## src/rtl/spike_frame_serializer.sv

```systemverilog
`default_nettype none
// ============================================================================
//  Module      : spike_frame_serializer
//  Description : Parallel-to-serial spike word transmitter. A free-running
//                frame counter is broadcast to downstream SIPO registers;
//                one bit of the loaded word (LSB first) is presented on
//                serial_out and advanced each time the counter passes the
//                SIPO sampling slot.
//  Revision    : 1.0 - initial release
// ============================================================================
module spike_frame_serializer #(
   parameter int N          = 16,
   parameter int FRAME_LEN  = 17,
   parameter int SHIFT_SLOT = 15
) (
   input  logic         clk,
   input  logic         rst,
   input  logic         en,
   input  logic         load_valid,
   input  logic [N-1:0] load_data,
   output logic         load_ready,
   output logic [4:0]   global_counter,
   output logic         serial_out,
   output logic         busy,
   output logic         done
);

   // Bit counter must hold the value N after the final sample without wrapping.
   localparam int          CW       = $clog2(N + 1);
   localparam logic [4:0]  LAST_CNT = 5'(FRAME_LEN - 1);
   localparam logic [4:0]  SLOT     = 5'(SHIFT_SLOT);
   localparam logic [CW-1:0] LAST_BIT = CW'(N - 1);

   typedef enum logic [1:0] {
      ST_IDLE  = 2'd0,
      ST_SHIFT = 2'd1,
      ST_DONE  = 2'd2
   } state_t;

   state_t          state;
   state_t          state_nxt;
   logic [N-1:0]    word;
   logic [N-1:0]    word_nxt;
   logic [CW-1:0]   bit_cnt;
   logic [CW-1:0]   bit_cnt_nxt;
   logic            sample_edge;

   // Frame timebase: counts 0..FRAME_LEN-1 while enabled, holds otherwise.
   always_ff @(posedge clk) begin
      if (rst) begin
         global_counter <= 5'd0;
      end else if (en) begin
         if (global_counter == LAST_CNT) begin
            global_counter <= 5'd0;
         end else begin
            global_counter <= global_counter + 5'd1;
         end
      end
   end

   // State, shift word and bit counter registers.
   always_ff @(posedge clk) begin
      if (rst) begin
         state   <= ST_IDLE;
         word    <= '0;
         bit_cnt <= '0;
      end else begin
         state   <= state_nxt;
         word    <= word_nxt;
         bit_cnt <= bit_cnt_nxt;
      end
   end

   // Next-state and output decode. The sample edge uses the counter value
   // seen before the edge, so a load landing on the slot edge is not sampled
   // until the slot comes round again.
   always_comb begin
      state_nxt   = state;
      word_nxt    = word;
      bit_cnt_nxt = bit_cnt;
      load_ready  = (state == ST_IDLE);
      busy        = (state == ST_SHIFT);
      done        = (state == ST_DONE);
      serial_out  = (state == ST_SHIFT) ? word[0] : 1'b0;
      sample_edge = (state == ST_SHIFT) && en && (global_counter == SLOT);

      case (state)
         ST_IDLE: begin
            if (load_valid) begin
               word_nxt    = load_data;
               bit_cnt_nxt = '0;
               state_nxt   = ST_SHIFT;
            end
         end
         ST_SHIFT: begin
            if (sample_edge) begin
               word_nxt    = {1'b0, word[N-1:1]};
               bit_cnt_nxt = bit_cnt + CW'(1);
               if (bit_cnt == LAST_BIT) begin
                  state_nxt = ST_DONE;
               end
            end
         end
         ST_DONE: begin
            state_nxt = ST_IDLE;
         end
         default: begin
            state_nxt = ST_IDLE;
         end
      endcase
   end

endmodule
`default_nettype wire

```

## config.mk

```make
export PLATFORM = sky130hd
export DESIGN_NAME = spike_frame_serializer
export DESIGN_NICKNAME = d
export VERILOG_FILES = /design/src/rtl/spike_frame_serializer.sv
export SDC_FILE = /design/constraint.sdc
export NUM_CORES = 1
export LEC_CHECK = 0
export BUFFER_PORTS_ARGS = -buffer_cell sky130_fd_sc_hd__buf_2
export CAP_MARGIN = 10
export CORE_MARGIN = 2
export CORE_UTILIZATION = 30
export DETAILED_ROUTE_END_ITERATION = 8
export HOLD_SLACK_MARGIN = 0.02
export PLACE_DENSITY_LB_ADDON = 0.12
export SYNTH_ARGS = -nofsm -noshare
export SYNTH_HDL_FRONTEND = slang
export SYNTH_SLANG_ARGS = --single-unit
```

## constraint.sdc

```tcl
create_clock -name clk -period 5.2 [get_ports clk]
set_input_delay 1.04 -clock clk [delete_from_list [all_inputs] [get_ports clk]]
set_output_delay 1.04 -clock clk [all_outputs]
set_load 0.05 [all_outputs]
```

### Yosys cells after proc, flatten, opt, wreduce, memory -nomap -nowiden

Cells that the tools add are included.

* ROM bits: 0
* memory bits (writable): 0
* word-level logic and storage cells: 32
* flip-flop bits (word level): 28
* output and inout port bits: 9
* bits of input ports: 20
* memories: 0
* bits in latches: 0

* muxes and demuxes: 12
* multiply operators: 0
* add/sub/neg operators: 2
* reductions and logical operators: 6
* equal/unequal tests: 8
* bitwise operators: 0
* magnitude comparators: 0
* div/mod/pow operators: 0
* shift operators: 0

Operators by type and width (number)
* $mux W16: 2
* $pmux W16 S2: 1
* $mux W5: 3
* $add A5 B1 Y5 const B: 2
* $eq A5 B4 Y1 const B: 2
* $pmux W5 S2: 1
* $mux W2: 3
* $reduce_and A3 Y1: 2
* $eq A5 B5 Y1 const B: 1
* $ne A2 B1 Y1 const B: 2
* $pmux W2 S2: 1
* $eq A2 B1 Y1 const B: 1
* $eq A2 B2 Y1 const B: 1
* $logic_and A1 B1 Y1: 2
* $logic_not A2 Y1: 1
* $ne A2 B2 Y1 const B: 1
* $reduce_bool A2 Y1: 1
* $mux W1: 1

### Logic depth before layout (Yosys ltp)

Gate-level depths: netlist of run 1.

* word-level depth: 5
* gate-level depth with buffers: 8

### Worst setup path before layout of run 1

No wires, ideal clock.

* path type: reg2out
* start: register state[1]
* end: output serial_out
* data arrival time: 1355 ps
* setup slack: 2805 ps
* cell stages (with the launch flop): 4
* buffers on the path: 0
* cells stage by stage: dfxtp_1 -> nand2b_1 -> inv_1 -> and2_1

* cells in the longest elaborated chain, start to end: 2

RTL lines
* start: declaration: line 40 `state_t state;`
* start signal: assignment: line 68 `state <= state_nxt;`
* $eq A2 B1 Y1
* via busy: line 24 `output logic busy,`
* $mux W1: line 84 `serial_out = (state == ST_SHIFT) ? word[0] : 1'b0;`
* end: declaration: line 23 `output logic serial_out,`

The timed path passes the listed nets, and every way through them passes these cells.

### Final worst setup path of run 1

* start: register state[1]
* end: output serial_out

* cells in the longest elaborated chain, start to end: 2

RTL lines (line)
* $eq A2 B1 Y1: 84
* $mux W1: 84

No other way between the ends.

==> results of run 1 <==
==> logic make-up (layout without fill, tap and decap cells) <==
| kind of cell | count (synthesis) | after routing | synth area share |
|---|---|---|---|
| DFF | 28 | 28 | 0.377 |
| adders and majority gates | 5 | 5 | 0.0421 |
| buffers and inverters | 16 | 39 | 0.0715 |
| and+or+nand+nor | 51 | 51 | 0.230 |
| muxes | 16 | 16 | 0.108 |
| AOI/OAI and AO/OA | 24 | 24 | 0.149 |
| xor gates and xnor gates | 4 | 4 | 0.0236 |
==> sequential cells by signal, summed over array words and instances (netlist names) <==
signal          count
state               2
word               16
bit_cnt             5
global_counter      5
==> through the flow <==
stage	worst slack (ps)	utilization	hold WS [ps]	std cells
6_report	2670	0.359	481	234
5_1_grt	2580	0.359	527	234
4_1_cts	2670	0.359	488	234
3_5_place_dp	2680	0.344	472	230
3_3_place_gp	2730	0.344	467	230
2_1_floorplan	2800	-	448	144
==> metal layers <==
layer / GRT usage / vias up
li1: - / 566
met1: 0.174 / 495
met2: 0.176 / 13
met3: 0.0190 / 2
met4: 0.0357 / 0
met5: 0 / -
==> final cells by class <==
cell class              instances  area [µm²]
multi-input cells             100         821
flip-flops and latches         28         561
repair buffers                 29         148
inverters                       6        22.5
clock inverters                 1        30.0
clock buffers                   3        41.3
fillers                       508        3050
well taps                      67        83.8
==> worst max-delay path, stage by stage (launching register included) <==
cell,delay (ps)
dfxtp_1,530
nand2b_1,260
inv_1,80
and2_1,150
buf_2,200
==> placed cells by master (no fill, tap or decap), types with 2 or more instances in the layout <==
cell type,n
nand2b_1,2
inv_1,6
xor2_1,2
and3_1,2
or3_1,3
dfxtp_1,28
nor3_2,8
a21oi_1,3
ha_1,5
nor3_1,9
mux2i_1,16
nor2_1,9
clkbuf_8,3
xnor2_1,2
a211oi_2,9
buf_2,28
nand2_1,4
nand3_1,6
a211oi_1,7
==> worst paths after layout <==
path,cells after the start,slack [ps],start,to
setup / recovery,4,2670,state[1]$_SDFFE_PP0P_,serial_out
hold / removal,2,480,word[15]$_SDFFE_PP0P_,word[15]$_SDFFE_PP0P_
setup reg to reg,6,2980,global_counter[0]$_SDFFE_PP0P_,word[6]$_SDFFE_PP0P_
hold reg to reg,2,480,word[15]$_SDFFE_PP0P_,word[15]$_SDFFE_PP0P_
==> report_power, final <==
group          switching (W)  internal (W)   total, W  leakage, nW
combinational      0.0000506     0.0000336  0.0000842        0.426
sequential        0.00000883      0.000227   0.000236        0.230
clock              0.0000703      0.000103   0.000173       0.0357
total               0.000130      0.000364   0.000494        0.691
==> synth_stat cells <==
master,instances,area share
o31ai_2,1,0.0084
mux2i_1,16,0.11
a41o_1,1,0.0067
or3b_4,1,0.0076
o21ai_0,1,0.0034
nor3b_4,1,0.013
dfxtp_1,28,0.38
clkbuf_4,1,0.0050
inv_1,6,0.015
nand3_1,6,0.020
nor3_1,9,0.030
nand2_4,1,0.0076
and2_1,1,0.0042
nor3_2,8,0.054
and4b_1,1,0.0067
nand2_1,4,0.010
a211oi_2,9,0.076
nand2b_1,2,0.0084
clkbuf_1,1,0.0025
nand4b_4,1,0.016
nor2b_1,1,0.0042
buf_1,1,0.0025
xor2_1,2,0.012
buf_6,5,0.038
a21oi_1,3,0.010
o21bai_1,1,0.0050
nand4_1,1,0.0042
a31oi_1,1,0.0042
or3_1,3,0.013
nor2_1,9,0.023
a211oi_1,7,0.035
xnor2_1,2,0.012
buf_4,1,0.0050
buf_2,1,0.0034
and3_1,2,0.0084
ha_1,5,0.042
==> flow_summary.ini, run 1 <==
[timing]
skew_ps = 7.15
post-route-period-util = 0.486
slew_violations = 0
hold_viol = 0
max_slew.worst_pin.slew_ps = 828
rsz0062_at_grt = false
period_needed_ps = 2530
setup_viol_count_final = 0
max_freq_ghz = 0.396
fin_setup_tns_ps = 0
relSlewSlack = 0.447

[detailed_routing]
highest_layer = met4
firstDrtPassIters = 4
route.met3.wl_um = 110
ant_nets = 0
via_count = 1076
wl_met2_um = 1320
drt-initial-drc-count = 58
route.detailed.drc = 0
totalWireLength_um = 3070
via_per_inst = 4.60
wl_met1_um = 1620
wire_per_inst_um = 13.1

[floorplan]
initial_core_util = 0.313
ios = 29
dieWidth_um = 74.4
row_count = 25
core_area_mm2 = 0.00475
fp.dieH_um = 74.4
dieArea_mm2 = 0.00554

[pwr]
p_leak_nw = 0.691
p_per_area_mw_per_mm2 = 289
fin_total_pwr_w = 0.000494
peakVddDrop_v = 0.0000971

[global_routing]
grt_first_pass_wirelength_um = 5070
overflow = 0
grt_antenna_before_repair = 0
grt_max_degree = 25
grt_pass1_vias = 1062
grt_usage = 0.118

[placed_design]
placed_cell_area_mm2 = 0.00164
port_buffers = 28
gp_congestion = 0.772
dp_hpwl_um = 2090

[synth]
yosysSeqAreaShare = 0.377
syn_area_per_cell_um2 = 10.3
synth_cells = 144
synth_fp_nets = 169
syn_area_mm2 = 0.00149
ys_ff_latch = 28
ys_types = 36
ys_warn_count = 0

[critical_path]
worstSetupEndpointType = output pin
start_kind = flop
arrival_ps = 1490
path_max_fanout = 8
worstSetupPathType = reg2out
crit_required_ps = 4160

[clocking]
clk_path_buf_depth = 2
cts-buffers-inserted = 3
clock-sinks = 28
clk_pin_slew_worst_paths_ps = 100
root_buffer = clkbuf_8
htree_levels = 1
postCtsResizedCells = 0
postCtsSetupBuffers = 0
cts_tree = yes
ctsHoldBuffers = 0
worstSkewPairLatency_ps = 270

[finish]
antenna_cells = 0
finalInstanceArea_mm2 = 0.00171
post_route_cells_drive_above_1_share = 0.329
fin_nets = 193
syn_to_final_growth_pct = 14.7

[status]
run_status = completed

[flow_run]
cap_violations = 0

[worst_hold_path]
hold_class = reg2reg
Note: power is estimated with default switching activity, not from simulation.
==> run 2, diff against run 1 <==
--- a/config.mk
+++ b/config.mk
@@ -5,6 +5,7 @@
 export SDC_FILE = /design/constraint.sdc
 export NUM_CORES = 1
 export LEC_CHECK = 0
+export ABC_AREA = 1
 export BUFFER_PORTS_ARGS = -buffer_cell sky130_fd_sc_hd__buf_2
 export CAP_MARGIN = 10
 export CORE_MARGIN = 2
==> constraint.sdc (replaced) <==
create_clock -name clk -period 2.4 [get_ports clk]
set_input_delay 0.48 -clock clk [delete_from_list [all_inputs] [get_ports clk]]
set_output_delay 0.48 -clock clk [all_outputs]
set_load 0.05 [all_outputs]
==> run 2 against run 1 <==
Effect of this change:
- wire length rose by 3.3%
- final cell count grew 36%
- combinational power up 140%
- largest power group unchanged
==> flow_summary.ini, run 2 <==
[status]
run_status = completed

[pwr]
clock_power_share = 0.297
fin_total_pwr_w = 0.00101
swShare = 0.294
p_leak_nw = 0.841
peakVddDrop_v = 0.000210
p_per_area_mw_per_mm2 = 585
power_frac_comb = 0.199
p_int_w = 0.000710
power.switching_w = 0.000296
seqPwrFrac = 0.504

[placed_design]
port_buffers = 28
dp_hpwl_um = 2220
gp_congestion = 0.834

[global_routing]
grt_usage = 0.128
grt_pass1_vias = 1261
grt_antenna_before_repair = 0
grt_first_pass_wirelength_um = 5550
grt_max_degree = 33
overflow = 0

[synth]
synth.top_cell.area_share = 0.378
syn_area_mm2 = 0.00148
synth_cells = 226
yosys-top-cells-count = nand2_1, nor2_1, dfxtp_1, inv_1, o21ai_0
ys_types = 23
ys.flop_type = dfxtp_1
yosysMostFrequentCell = nand2_1
async_flop_share = 0
yosys-top-cells-area = dfxtp_1, nand2_1, nor2_1
synth_fp_nets = 251
yosysTopAreaCell = dfxtp_1
ys_warn_count = 0
synth_edf_count = 0
yosysSeqAreaShare = 0.378
ys_ff_latch = 28
syn_area_per_cell_um2 = 6.56

[clocking]
root_buffer = clkbuf_8
clk_path_buf_depth = 2
clock-sinks = 28
clk_pin_slew_worst_paths_ps = 100
postCtsSetupBuffers = 0
ctsHoldBuffers = 0
cts_tree = yes
worstSkewPairLatency_ps = 280
postCtsResizedCells = 0
htree_levels = 1
cts-buffers-inserted = 3

[timing]
hold_viol = 0
relSlewSlack = 0.663
period_needed_ps = 1740
setup_viol_count_final = 0
max_slew.worst_pin.slew_ps = 505
max_freq_ghz = 0.574
slew_violations = 0
post-route-period-util = 0.726
skew_ps = 1.82
fin_setup_tns_ps = 0
rsz0062_at_grt = false

[finish]
final_cell_mix = nand2_1, nor2_1, inv_1, dfxtp_1, buf_2
antenna_cells = 0
largestRegisters = word: 16 flops, bit_cnt: 5 flops, global_counter: 5 flops
largest_reg_flops = 16
fin_nets = 277
post_route_cells_drive_above_1_share = 0.167
largest-register = word
layout_commonest_cell = nand2_1
syn_to_final_growth_pct = 15.9

[critical_path]
worstSetupPathType = reg2reg
arrival_ps = 1920
start_kind = flop
worstSetupEndpointType = flop
cp_num_buf_inv = 2
cp-startpoint = global_counter[1]$_SDFFE_PP0P_
r2r_slack_ps = 660
timing.rr.start = global_counter[1]$_SDFFE_PP0P_
cp_cell_sequence = ha_1 > nand2_1 > nor2_1 > ha_1 > nand2_1 > inv_1 > nand2_4 > nand2_4 > inv_4 > nor2_1 > nor2_1
crit_slowest_cell = dfxtp_1
crit_required_ps = 2580
slowest_delay_ps = 420
crit_top_cell = nor2_1
path_max_fanout = 19
cpLargestDelayFamily = simple AND/OR/NAND/NOR gates

[floorplan]
dieWidth_um = 74.3
ios = 29
dieArea_mm2 = 0.00552
fp.dieH_um = 74.3
initial_core_util = 0.312
core_area_mm2 = 0.00475
row_count = 25

[flow_run]
cap_violations = 0

[detailed_routing]
route.detailed.drc = 0
drt-initial-drc-count = 68
firstDrtPassIters = 4
wire_per_inst_um = 9.97
totalWireLength_um = 3170
via_count = 1345
via_per_inst = 4.23
ant_nets = 0

[worst_hold_path]
hold_start = rst
hold_class = in2reg
[run 2: cell types whose count changed after synthesis, moves of 12 or more]
| cell | change |
|---|---|
| inv_1 | +22 |
| mux2i_1 | -15 |
| nand2_1 | +50 |
| nand3_1 | +12 |
| nor2_1 | +34 |
| o21ai_0 | +18 |
[run 2: final timing paths]
path | cells past startpoint | to
worst max-delay path | 11 | bit_cnt[4]$_SDFFE_PP0P_
worst max register to register | 11 | bit_cnt[4]$_SDFFE_PP0P_
worst min register to register | 2 | word[15]$_SDFFE_PP0P_
worst min-delay path | 2 | bit_cnt[2]$_SDFFE_PP0P_
[run 2: logic make-up (layout without fill, tap and decap cells)]
| family | count (synthesis) | after routing | share of synthesized area |
|---|---|---|---|
| simple gates | 128 | 128 | 0.370 |
| buf+inv | 39 | 64 | 0.116 |
| flops | 28 | 28 | 0.378 |
| compound gates | 24 | 24 | 0.0810 |
| fa+ha+maj | 5 | 5 | 0.0422 |
| xor+xnor | 1 | 1 | 0.00591 |
| mux | 1 | 1 | 0.00675 |
[run 2: area by class of cell]
cell class | count | area [µm²]
Multi-Input combinational cell | 159 | 749
Inverter | 30 | 115
Fill cell | 574 | 3040
Timing Repair Buffer | 30 | 155
Tap cell | 67 | 83.8
Clock buffer | 4 | 55.1
Sequential cell | 28 | 561
[run 2: power groups by stage]
stage	Sequential, W	Combinational (W)	Clock [W]
2_1_floorplan	0.000531	0.000143	0
3_3_place_gp	0.000518	0.000205	0
3_5_place_dp	0.000519	0.000203	0
4_1_cts	0.000508	0.000204	0.000313
5_1_grt	0.000512	0.000234	0.000329
6_report	0.000507	0.000200	0.000299
[run 2: routing by layer]
metal  share of wire  GRT usage  wire length (µm)
met5               0          0                 0
met2            0.45      0.208              1430
met3           0.037     0.0203               117
met4           0.013     0.0536                41
met1            0.50      0.170              1590
[run 2: per-stage QoR]
step / hold WS (ps) / worst slack [ps] / utilization / instance area (µm²) / cells
detailed placement: 488 / 635 / 0.350 / 1660 / 314
CTS: 418 / 621 / 0.362 / 1720 / 318
floorplan: 455 / 405 / - / 1480 / 226
global route: 431 / 435 / 0.362 / 1720 / 318
global placement: 490 / 689 / 0.350 / 1660 / 314
finish: 418 / 657 / 0.362 / 1720 / 318
==> run 3, diff against run 2 <==
--- a/config.mk
+++ b/config.mk
@@ -5,7 +5,7 @@
 export SDC_FILE = /design/constraint.sdc
 export NUM_CORES = 1
 export LEC_CHECK = 0
-export ABC_AREA = 1
+export ABC_AREA = 0
 export BUFFER_PORTS_ARGS = -buffer_cell sky130_fd_sc_hd__buf_2
 export CAP_MARGIN = 10
 export CORE_MARGIN = 2
==> constraint.sdc (replaced) <==
create_clock -name clk -period 1.5 [get_ports clk]
set_input_delay 0.3 -clock clk [delete_from_list [all_inputs] [get_ports clk]]
set_output_delay 0.3 -clock clk [all_outputs]
set_load 0.05 [all_outputs]
==> run 3 against run 2 <==
Effect of this change:
- highest routed layer unchanged
- non-clock buffer count up 18
- the flow now finishes with violations (negative setup slack)
- register-to-register slack worse by 770 ps
- clock-buffer cell count unchanged
==> flow_summary.ini, run 3 (synthesis results as in run 1) <==
[critical_path]
worstSetupEndpointType = flop
worstSetupPathType = reg2reg
crit_required_ps = 1660
crit_slowest_cell = dfxtp_4
cp_cell_sequence = ha_4 > and3_4 > ha_4 > and4b_2 > buf_12 > nor3_2 > a211oi_2
slowest_delay_ps = 370
start_kind = flop
crit_top_cell = ha_4
path_depth = 7
path_max_fanout = 5
arrival_ps = 1780
cp_num_buf_inv = 1
ff2ff_path_depth = 7
cpLargestDelayFamily = simple AND/OR/NAND/NOR gates

[detailed_routing]
via_per_inst = 4.71
route.met3.wl_um = 106
totalWireLength_um = 3510
wire_per_inst_um = 13.9
highest_layer = met4
route.detailed.drc = 0
wl_met2_um = 1750
wl_met1_um = 1610
ant_nets = 0
drt-initial-drc-count = 31
firstDrtPassIters = 4
via_count = 1192

[finish]
largest-register = word
layout_commonest_cell = buf_2
final_cell_mix = buf_2, dfxtp_1, mux2i_1, buf_4, a211oi_2
final_cells = 253
fin_nets = 212
antenna_cells = 0
largestRegisters = word: 16 flops, bit_cnt: 5 flops, global_counter: 5 flops
largest_reg_flops = 16
syn_to_final_growth_pct = 42.1
post_route_cells_drive_above_1_share = 0.559

[global_routing]
grt_usage = 0.127
grt_pass1_vias = 1156
grt_antenna_before_repair = 0
grt_max_degree = 20
overflow = 0
grt_first_pass_wirelength_um = 5420

[timing]
hold-worst-slack_ps = 253
post-route-period-util = 1.08
period_needed_ps = 1610
worst_slack_ps = -114
setup_viol_count_final = 20
hold_viol = 0
skew_ps = 1.62
slew_violations = 0
max_slew.worst_pin.slew_ps = 373
max_freq_ghz = 0.620
relSlewSlack = 0.751
rsz0062_at_grt = true

[pwr]
p_int_w = 0.00119
power_frac_comb = 0.223
p_leak_nw = 0.822
swShare = 0.293
power.switching_w = 0.000494
clock_power_share = 0.287
seqPwrFrac = 0.489
p_per_area_mw_per_mm2 = 798
peakVddDrop_v = 0.000392

[clocking]
worstSkewPairLatency_ps = 280
cts_tree = yes
clock-sinks = 28
cts-buffers-inserted = 3
clk_path_buf_depth = 2
ctsHoldBuffers = 0
clk_pin_slew_worst_paths_ps = 100
htree_levels = 1
root_buffer = clkbuf_8

[placed_design]
dp_hpwl_um = 2410
dpl.cell_count = 245
pre_cts_ws_ps = -115
gp_congestion = 0.756
port_buffers = 28

[worst_hold_path]
min_path_cells = 3
hold_class = in2reg

[floorplan]
core_area_mm2 = 0.00475
row_count = 25
ios = 29
dieArea_mm2 = 0.00554
fp.dieH_um = 74.4
initial_core_util = 0.313
dieWidth_um = 74.4

[status]
violations = negative setup slack
run_status = finished with violations

[flow_run]
cap_violations = 0
[run 3: final cells by class]
class | instances | area, µm²
Fill cell | 481 | 2640
Multi-Input combinational cell | 100 | 990
Sequential cell | 28 | 579
Timing Repair Buffer | 48 | 380
Tap cell | 67 | 83.8
Clock buffer | 4 | 55.1
Inverter | 6 | 26.3
[run 3: stage by stage]
stage | util | power [W] | setup TNS, ps | cell area (µm²)
after CTS | 0.408 | 0.00167 | -1170 | 1940
after global placement | 0.388 | 0.00117 | -326 | 1840
final | 0.445 | 0.00169 | -1500 | 2110
after detailed placement | 0.388 | 0.00118 | -779 | 1840
after floorplan | - | 0.00108 | -2140 | 1550
after global routing | 0.445 | 0.00177 | -2730 | 2110
[run 3: what timing repair did]
| item | CTS | global route |
|---|---|---|
| cloned | 0 | 2 |
| pin swaps | 0 | 21 |
| gates resized for setup | 11 | 24 |
| endpoints found under the hold margin | 0 | 0 |
| endpoints found under the setup margin | 22 | 24 |
| setup buffers | 0 | 2 |
[run 3: worst paths after layout]
kind / end / slack, ps / startpoint
setup / recovery: word[9]$_SDFFE_PP0P_ / -110 / global_counter[0]$_SDFFE_PP0P_
setup reg to reg: word[9]$_SDFFE_PP0P_ / -110 / global_counter[0]$_SDFFE_PP0P_
hold reg to reg: word[15]$_SDFFE_PP0P_ / 480 / word[15]$_SDFFE_PP0P_
hold / removal: word[15]$_SDFFE_PP0P_ / 250 / load_data[15]
[run 3: tightest hold or removal path, stage by stage]
cell	delay [ps]
buf_2	100
nand2_1	50
a21oi_1	50
[run 3: power groups by stage]
stage / combinational [W] / sequential (W) / clock (W)
2_1_floorplan: 0.000222 / 0.000860 / 0
3_3_place_gp: 0.000333 / 0.000836 / 0
3_5_place_dp: 0.000340 / 0.000838 / 0
4_1_cts: 0.000354 / 0.000822 / 0.000497
5_1_grt: 0.000407 / 0.000832 / 0.000527
6_report: 0.000377 / 0.000826 / 0.000485
[run 3: per-layer routing]
layer | vias up | track usage
li1 | 608 | -
met1 | 565 | 0.163
met2 | 15 | 0.216
met3 | 4 | 0.0257
met4 | 0 | 0.0357
met5 | - | 0
